### src/rtl/alu_seq.sv
// Registered datapath ALU: single-cycle logic/arith/shift ops plus an iterative
// shift-add multiply, returning G and status flags through start/busy/done.
module alu_seq #(
  parameter int word   = 16,
  parameter bit MUL_EN = 1'b1
) (
  input  logic            clk,
  input  logic            reset_n,
  input  logic            start,
  input  logic [2:0]      alu_op,
  input  logic [word-1:0] A,
  input  logic [word-1:0] bus,
  output logic [word-1:0] G,
  output logic            flag_z,
  output logic            flag_n,
  output logic            flag_c,
  output logic            flag_v,
  output logic            busy,
  output logic            done
);

  // state  | meaning
  // S_IDLE | accepting requests; single-cycle ops complete here
  // S_MUL  | shift-add multiply iterating, one partial product per clock
  typedef enum logic {S_IDLE, S_MUL} state_t;

  localparam int LOG = $clog2(word);
  localparam int CW  = LOG + 1;

  localparam logic [2:0] OP_ADD = 3'b001;
  localparam logic [2:0] OP_SUB = 3'b010;
  localparam logic [2:0] OP_AND = 3'b011;
  localparam logic [2:0] OP_OR  = 3'b100;
  localparam logic [2:0] OP_XOR = 3'b101;
  localparam logic [2:0] OP_SHL = 3'b110;
  localparam logic [2:0] OP_MUL = 3'b111;

  state_t              state_q, state_d;
  logic [word-1:0]     g_q, g_d;
  logic                z_q, z_d, n_q, n_d, c_q, c_d, v_q, v_d;
  logic                done_q, done_d;
  logic [2*word-1:0]   mcand_q, mcand_d;
  logic [word-1:0]     mplr_q, mplr_d;
  logic [2*word-1:0]   acc_q, acc_d;
  logic [CW-1:0]       count_q, count_d;

  logic [word:0]       sum, diff, ext;
  logic [word-1:0]     alu_g;
  logic                alu_c, alu_v;
  logic [2*word-1:0]   acc_nxt;

  // Single-cycle result path; opcode 000 and (with MUL disabled) 111 pass A.
  always_comb begin
    sum   = {1'b0, A} + {1'b0, bus};
    diff  = {1'b0, A} - {1'b0, bus};
    ext   = {1'b0, A} << bus[LOG-1:0];
    alu_g = A;
    alu_c = 1'b0;
    alu_v = 1'b0;
    case (alu_op)
      OP_ADD: begin
        alu_g = sum[word-1:0];
        alu_c = sum[word];
        alu_v = (A[word-1] == bus[word-1]) && (sum[word-1] != A[word-1]);
      end
      OP_SUB: begin
        alu_g = diff[word-1:0];
        alu_c = diff[word];
        alu_v = (A[word-1] != bus[word-1]) && (diff[word-1] != A[word-1]);
      end
      OP_AND: alu_g = A & bus;
      OP_OR:  alu_g = A | bus;
      OP_XOR: alu_g = A ^ bus;
      OP_SHL: begin
        alu_g = ext[word-1:0];
        alu_c = ext[word];
      end
      default: alu_g = A;
    endcase
  end

  always_comb begin
    state_d = state_q;
    g_d     = g_q;
    z_d     = z_q;
    n_d     = n_q;
    c_d     = c_q;
    v_d     = v_q;
    done_d  = 1'b0;
    mcand_d = mcand_q;
    mplr_d  = mplr_q;
    acc_d   = acc_q;
    count_d = count_q;
    acc_nxt = acc_q + (mplr_q[0] ? mcand_q : '0);
    case (state_q)
      S_IDLE: begin
        if (start) begin
          if (MUL_EN && (alu_op == OP_MUL)) begin
            mcand_d = {{word{1'b0}}, A};
            mplr_d  = bus;
            acc_d   = '0;
            count_d = CW'(word);
            state_d = S_MUL;
          end else begin
            g_d    = alu_g;
            z_d    = (alu_g == '0);
            n_d    = alu_g[word-1];
            c_d    = alu_c;
            v_d    = alu_v;
            done_d = 1'b1;
          end
        end
      end
      S_MUL: begin
        acc_d   = acc_nxt;
        mcand_d = mcand_q << 1;
        mplr_d  = mplr_q >> 1;
        count_d = count_q - CW'(1);
        // Final iteration: publish the low word straight from the adder output.
        if (count_q == CW'(1)) begin
          g_d     = acc_nxt[word-1:0];
          z_d     = (acc_nxt[word-1:0] == '0);
          n_d     = acc_nxt[word-1];
          c_d     = |acc_nxt[2*word-1:word];
          v_d     = 1'b0;
          done_d  = 1'b1;
          state_d = S_IDLE;
        end
      end
      default: state_d = S_IDLE;
    endcase
  end

  always_ff @(posedge clk) begin
    if (!reset_n) begin
      state_q <= S_IDLE;
      g_q     <= '0;
      z_q     <= 1'b0;
      n_q     <= 1'b0;
      c_q     <= 1'b0;
      v_q     <= 1'b0;
      done_q  <= 1'b0;
      mcand_q <= '0;
      mplr_q  <= '0;
      acc_q   <= '0;
      count_q <= '0;
    end else begin
      state_q <= state_d;
      g_q     <= g_d;
      z_q     <= z_d;
      n_q     <= n_d;
      c_q     <= c_d;
      v_q     <= v_d;
      done_q  <= done_d;
      mcand_q <= mcand_d;
      mplr_q  <= mplr_d;
      acc_q   <= acc_d;
      count_q <= count_d;
    end
  end

  assign G      = g_q;
  assign flag_z = z_q;
  assign flag_n = n_q;
  assign flag_c = c_q;
  assign flag_v = v_q;
  assign busy   = (state_q == S_MUL);
  assign done   = done_q;

endmodule
### config.mk
export PLATFORM = sky130hd
export DESIGN_NAME = alu_seq
export DESIGN_NICKNAME = d
export VERILOG_FILES = /design/src/rtl/alu_seq.sv
export SDC_FILE = /design/constraint.sdc
export NUM_CORES = 1
export LEC_CHECK = 0
export CAP_MARGIN = 0
export CELL_PAD_IN_SITES_DETAIL_PLACEMENT = 0
export CELL_PAD_IN_SITES_GLOBAL_PLACEMENT = 1
export CORE_MARGIN = 2
export CORE_UTILIZATION = 48
export CTS_BUF_LIST = sky130_fd_sc_hd__clkbuf_8
export CTS_CLUSTER_SIZE = 8
export DETAILED_ROUTE_END_ITERATION = 12
export GPL_ROUTABILITY_DRIVEN = 0
export PLACE_DENSITY_LB_ADDON = 0.1
export SYNTH_ARGS = -nofsm -noshare
export SYNTH_HDL_FRONTEND = slang
export SYNTH_SLANG_ARGS = --single-unit
### constraint.sdc
create_clock -name clk -period 10.05 [get_ports clk]
set_clock_uncertainty 0.1 [all_clocks]
set_input_delay 2.5125 -clock clk [delete_from_list [all_inputs] [get_ports clk]]
set_output_delay 2.5125 -clock clk [all_outputs]
set_load 0.005 [all_outputs]
# ---- Word level (Yosys, flattened, before mapping)
# Index checks and enable logic that the tools add are counted.
dict set report op_classes {
  addsub 4
  n_eq_ne 16
  shifts 1
  n_mux 44
  bitwise_logic 4
  n_reduce_logical 7
}
# cell n
set op_table {}
lappend op_table {{$mux W32} 5}
lappend op_table {{$pmux W32 S2} 2}
lappend op_table {{$pmux W16 S6} 1}
lappend op_table {{$mux W16} 5}
lappend op_table {{$pmux W16 S2} 2}
lappend op_table {{$add A32 B32 Y32} 1}
lappend op_table {{$logic_not A16 Y1} 2}
lappend op_table {{$mux W1} 18}
lappend op_table {{$add A16 B16 Y17} 1}
lappend op_table {{$shl A16 B4 Y17} 1}
lappend op_table {{$sub A16 B16 Y17} 1}
lappend op_table {{$and A16 B16 Y16} 1}
lappend op_table {{$or A16 B16 Y16} 1}
lappend op_table {{$reduce_or A16 Y1} 1}
lappend op_table {{$xor A16 B16 Y16} 1}
lappend op_table {{$pmux W1 S2} 7}
lappend op_table {{$eq A3 B3 Y1 const B} 4}
lappend op_table {{$mux W5} 2}
lappend op_table {{$pmux W5 S2} 1}
lappend op_table {{$eq A3 B2 Y1 const B} 2}
lappend op_table {{$ne A2 B2 Y1 const B} 3}
lappend op_table {{$eq A5 B1 Y1 const B} 1}
lappend op_table {{$sub A5 B1 Y5 const B} 1}
lappend op_table {{$eq A3 B1 Y1 const B} 1}
lappend op_table {{other kinds (8)} 11}
dict set report word_totals {
  regBits 107
  in_bits 38
  output_inout_bits 22
  elab_cells 87
}

# ---- Longest topological paths before layout
dict set report logic_depth {
  word_depth 7
  mapped_depth 13
  ltp_nobuf 13
}

# ---- Least setup slack after synthesis
# OpenSTA, ideal clock, no wires.
dict set report synth_path {
  kind {input to register}
  startpoint {input port bus[1]}
  endpoint {register z_q (netlist: flag_z)}
  setup_ps 96
  arrival_time_ps 5412
  required_ps 9854
  setup_slack_ps 4442
  path_stages 13
  path_buffers 2
  cell_sequence {buf_2 -> buf_6 -> inv_2 -> fa_1 -> nor2b_1 -> o21a_1 -> o31a_1 -> o21ai_1 -> o211ai_1 -> a2111oi_0 -> nand4_1 -> or4b_1 -> o41ai_2}
}
dict set report synth_via {
  elab_chain_cells 6
  word_cells_on_any_way 11
  cone_classes {add/sub (2); shift (1); mux (4); bitwise (3); reduce/logical (1)}
}
# item line
set synth_rtl {}
lappend synth_rtl {{from (decl)} 12} ;# input logic [word-1:0] bus,
lappend synth_rtl {{$sub A16 B16 Y17 (tied with other cells)} 55} ;# diff = {1'b0, A} - {1'b0, bus};
lappend synth_rtl {{$pmux W16 S6 (*)} 60} ;# case (alu_op)
lappend synth_rtl {{$logic_not A16 Y1 (*)} 106} ;# z_d = (alu_g == '0);
lappend synth_rtl {{$mux W1 (*)} 98} ;# if (MUL_EN && (alu_op == OP_MUL)) begin
lappend synth_rtl {{$mux W1 (*)} 97} ;# if (start) begin
lappend synth_rtl {{$pmux W1 S2 (*)} 95} ;# case (state_q)
lappend synth_rtl {{to (signal assigned)} 150} ;# z_q <= z_d;
lappend synth_rtl {{to (decl)} 40} ;# logic z_q, z_d, n_q, n_d, c_q, c_d, v_q, v_d;
# Mark *: on every way between the ends. The rest lies on a longest branch, timed or not. The select of a mux whose other input is x is not followed.
# A chain may end at the register's enable or synchronous reset.

# ---- Worst setup path after layout
dict set report layout_path {
  startpoint {input port bus[0]}
  endpoint {register z_q (netlist: flag_z)}
}
# The elaborated chain is that of the path after synthesis.

==> impl_metrics.yaml <==
logic_synthesis:
  yosys_warnings: 0
  synth-seq-cells: 106
  synthCells: 1338
  ys.flop_type: "dfxtp_1"
  synth-edff-count: 0
  syn_area_per_cell_um2: 7.495
  synth_area_um2: 10030
  syn-num-nets: 1464
  synth.distinct_cells: 85
  ys_seq_area_share_pct: 21.16
  postSynth.asyncResetShare_pct: 0
run_status:
  status: "finished clean"
setup_path:
  start_kind: "input port"
  critPathMaxFanout: 21
  cp_slowest_cell: "clkdlybuf4s50_1"
  required_ps: 10290
  cp_cell_sequence: "clkdlybuf4s50_1 -> ha_1 -> inv_1 -> fa_1 -> nor2b_1 -> o21a_1 -> nor4_2 -> o21ai_1 -> a21oi_1 -> o221a_2 -> o21ai_0 -> or4b_1 -> o41ai_2"
  cp.arrival_ps: 6840
  path_class: "in -> reg"
  slowest_delay_ps: 1110
  worst_setup_path_end_kind: "flop"
  reg2reg_depth: 13
  r2r_setup_slack_ps: 5920
placed_design:
  place_ws_ps: 3079
  post-place-cells: 1589
  port-buffer-count: 59
  hpwlAfterDp_um: 24180
clock_network:
  cts_resized: 0
  cts_buffers: 9
  clkTransAtPathRegs_ps: 140
  post_cts_buffers: 0
  root_buffer: "clkbuf_8"
  clkLatencyLatePin_ps: 420
  hold_buffers: 0
  cts_sinks: 106
  tritoncts: "done"
  clockBufferDepth: 2
  cts_htree_levels: 3
timing:
  hold_viol: 0
  slew_violations: 0
  setup_viol: 0
  period_share_pct: 65.65
  rsz0062_at_grt: "no"
  fin_ws_ps: 3452
  timing.setup.tns_ps: 0
  max_freq_mhz: 151.6
  tightestPinTransition_ps: 1097
  fin_crit_ps: 6598
  slew_headroom_pct: 25.81
die:
  die_h_um: 148.5
  core_um2: 20360
  dieArea_um2: 22060
  io_pins: 60
  num_rows: 52
  initial_utilization_pct: 49.24
  die_w_um: 148.5
power:
  leakage_nw: 4.622
  power_mw: 1.053
  ir_drop_mv: 0.05438
  p_per_area_nw_per_um2: 96.54
final_layout:
  fin_util_pct: 53.55
  fin_nets: 1456
  diodes: 0
  n_fill_cell: 2070
  instances_no_fill: 1605
  drive_gt1_share_pct: 4.944
  area_growth_syn_to_layout_pct: 8.734
detailed_routing:
  wl_um: 33140
  drtPass1Iterations: 5
  viasPerCell: 6.318
  initialDrtViolationCount: 988
  dr_total_vias: 10140
  ant_nets: 0
  wire_per_inst_um: 20.65
  drc_errors: 0
grt:
  track_usage_pct: 30.04
  antenna_found_initial: 0
  grt_max_degree: 106
  grt_pass1_wl_um: 52500
  overflow: 0
  grt_pass1_vias: 9360
min_path:
  hp-class: "reg -> reg"
  whs_path_depth: 2
flow_run:
  drv_cap: 0
-- registers in the layout, indices dropped and copies added, names as in the netlist --
signal	flops
done	1
G	16
busy	1
flag_c	1
acc_q	32
flag_v	1
mcand_q	32
flag_z	1
count_q	5
mplr_q	16
-- worst max-delay path, delay by kind of cell --
| family | cells | cell delay, ps |
|---|---|---|
| adder cells (fa/ha/maj) | 2 | 690 |
| AND/OR/NAND/NOR | 3 | 1100 |
| buffers and inverters | 2 | 1170 |
| AO/OA/AOI/OAI | 6 | 1370 |
-- synthesized netlist by cell type, drive strengths merged, types with 11 or more instances --
cell / instances / area (um^2)
a22oi: 12 / 90.09
clkbuf: 75 / 281.5
and3: 23 / 143.9
ha: 85 / 1064
nor3: 18 / 90.09
a21oi: 87 / 435.4
o21ai: 105 / 525.5
o211a: 35 / 350.3
o211ai: 42 / 315.3
nand2: 176 / 660.6
o31ai: 12 / 90.09
xnor2: 15 / 131.4
mux2i: 11 / 110.1
inv: 59 / 221.5
nor2b: 22 / 137.6
nand3: 23 / 115.1
dfxtp: 106 / 2122
nor2: 70 / 270.3
buf: 19 / 107.6
o21a: 15 / 112.6
a21o: 12 / 90.09
nand2b: 17 / 106.4
nor4: 13 / 93.84
and2: 65 / 406.6
a21boi: 17 / 127.6
nand4: 14 / 87.58
a31oi: 22 / 137.6
-- where the power goes --
part / internal, mW / total (mW) / switching (mW)
combinational: 0.120 / 0.305 / 0.186
sequential: 0.435 / 0.447 / 0.0114
clock: 0.103 / 0.301 / 0.198
-- worst paths after layout --
path               from    endpoint
max              bus[0]      flag_z
min          mplr_q[15]  mplr_q[15]
max reg2reg   mplr_q[0]      flag_c
min reg2reg  mplr_q[15]  mplr_q[15]
-- final cells by class --
| cell class | count | area [um^2] | area share [%] |
|---|---|---|---|
| Timing Repair Buffer | 75 | 705.7 | 6.472 |
| Sequential cell | 106 | 2123 | 19.47 |
| Tap cell | 270 | 337.8 | 3.098 |
| Inverter | 59 | 221.5 | 2.031 |
| Multi-Input combinational cell | 1079 | 7303 | 66.98 |
| Clock inverter | 7 | 88.84 | 0.8147 |
| Clock buffer | 9 | 123.9 | 1.136 |
-- placed cells by master (no fill, tap or decap), types with 11 or more instances in the layout --
| master | count |
|---|---|
| nand2_1 | 175 |
| dfxtp_1 | 105 |
| o21ai_0 | 99 |
| a21oi_1 | 87 |
| ha_1 | 85 |
| nor2_1 | 69 |
| and2_1 | 65 |
| clkdlybuf4s50_1 | 58 |
| inv_1 | 55 |
| o211ai_1 | 42 |
| o211a_1 | 35 |
| and3_1 | 23 |
| nand3_1 | 23 |
| nor2b_1 | 22 |
| a31oi_1 | 22 |
| nor3_1 | 18 |
| nand2b_1 | 17 |
| a21boi_0 | 16 |
| buf_4 | 16 |
| xnor2_1 | 15 |
| o21a_1 | 15 |
| nand4_1 | 14 |
| a21o_1 | 12 |
| a22oi_1 | 12 |
| o31ai_1 | 12 |
| nor4_1 | 11 |
| mux2i_1 | 11 |
-- routing by layer --
metal	vias to the layer above	global-route usage, %	wire length [um]
met5	-	0	0
met3	59	4.202	2388
met1	4766	42.97	15470
met2	401	46.50	14370
li1	4915	-	-
met4	0	10.05	914
-- logic make-up after synthesis --
logic type                 synth area share, %
AOI/OAI and AO/OA                        31.18
xor gates and xnor gates                 2.183
adders and majority gates                11.20
buffers and inverters                    6.089
DFF                                      21.16
muxes                                    4.018
and+or+nand+nor                          24.17
-- through the flow --
stage	instance area [um^2]	hold slack [ps]
5_1_grt	10900	393.8
2_1_floorplan	10030	334.5
4_1_cts	10900	375.8
3_5_place_dp	10690	358.3
6_report	10900	376.2
3_3_place_gp	10690	356.3
(Power assumes the default switching activity.)
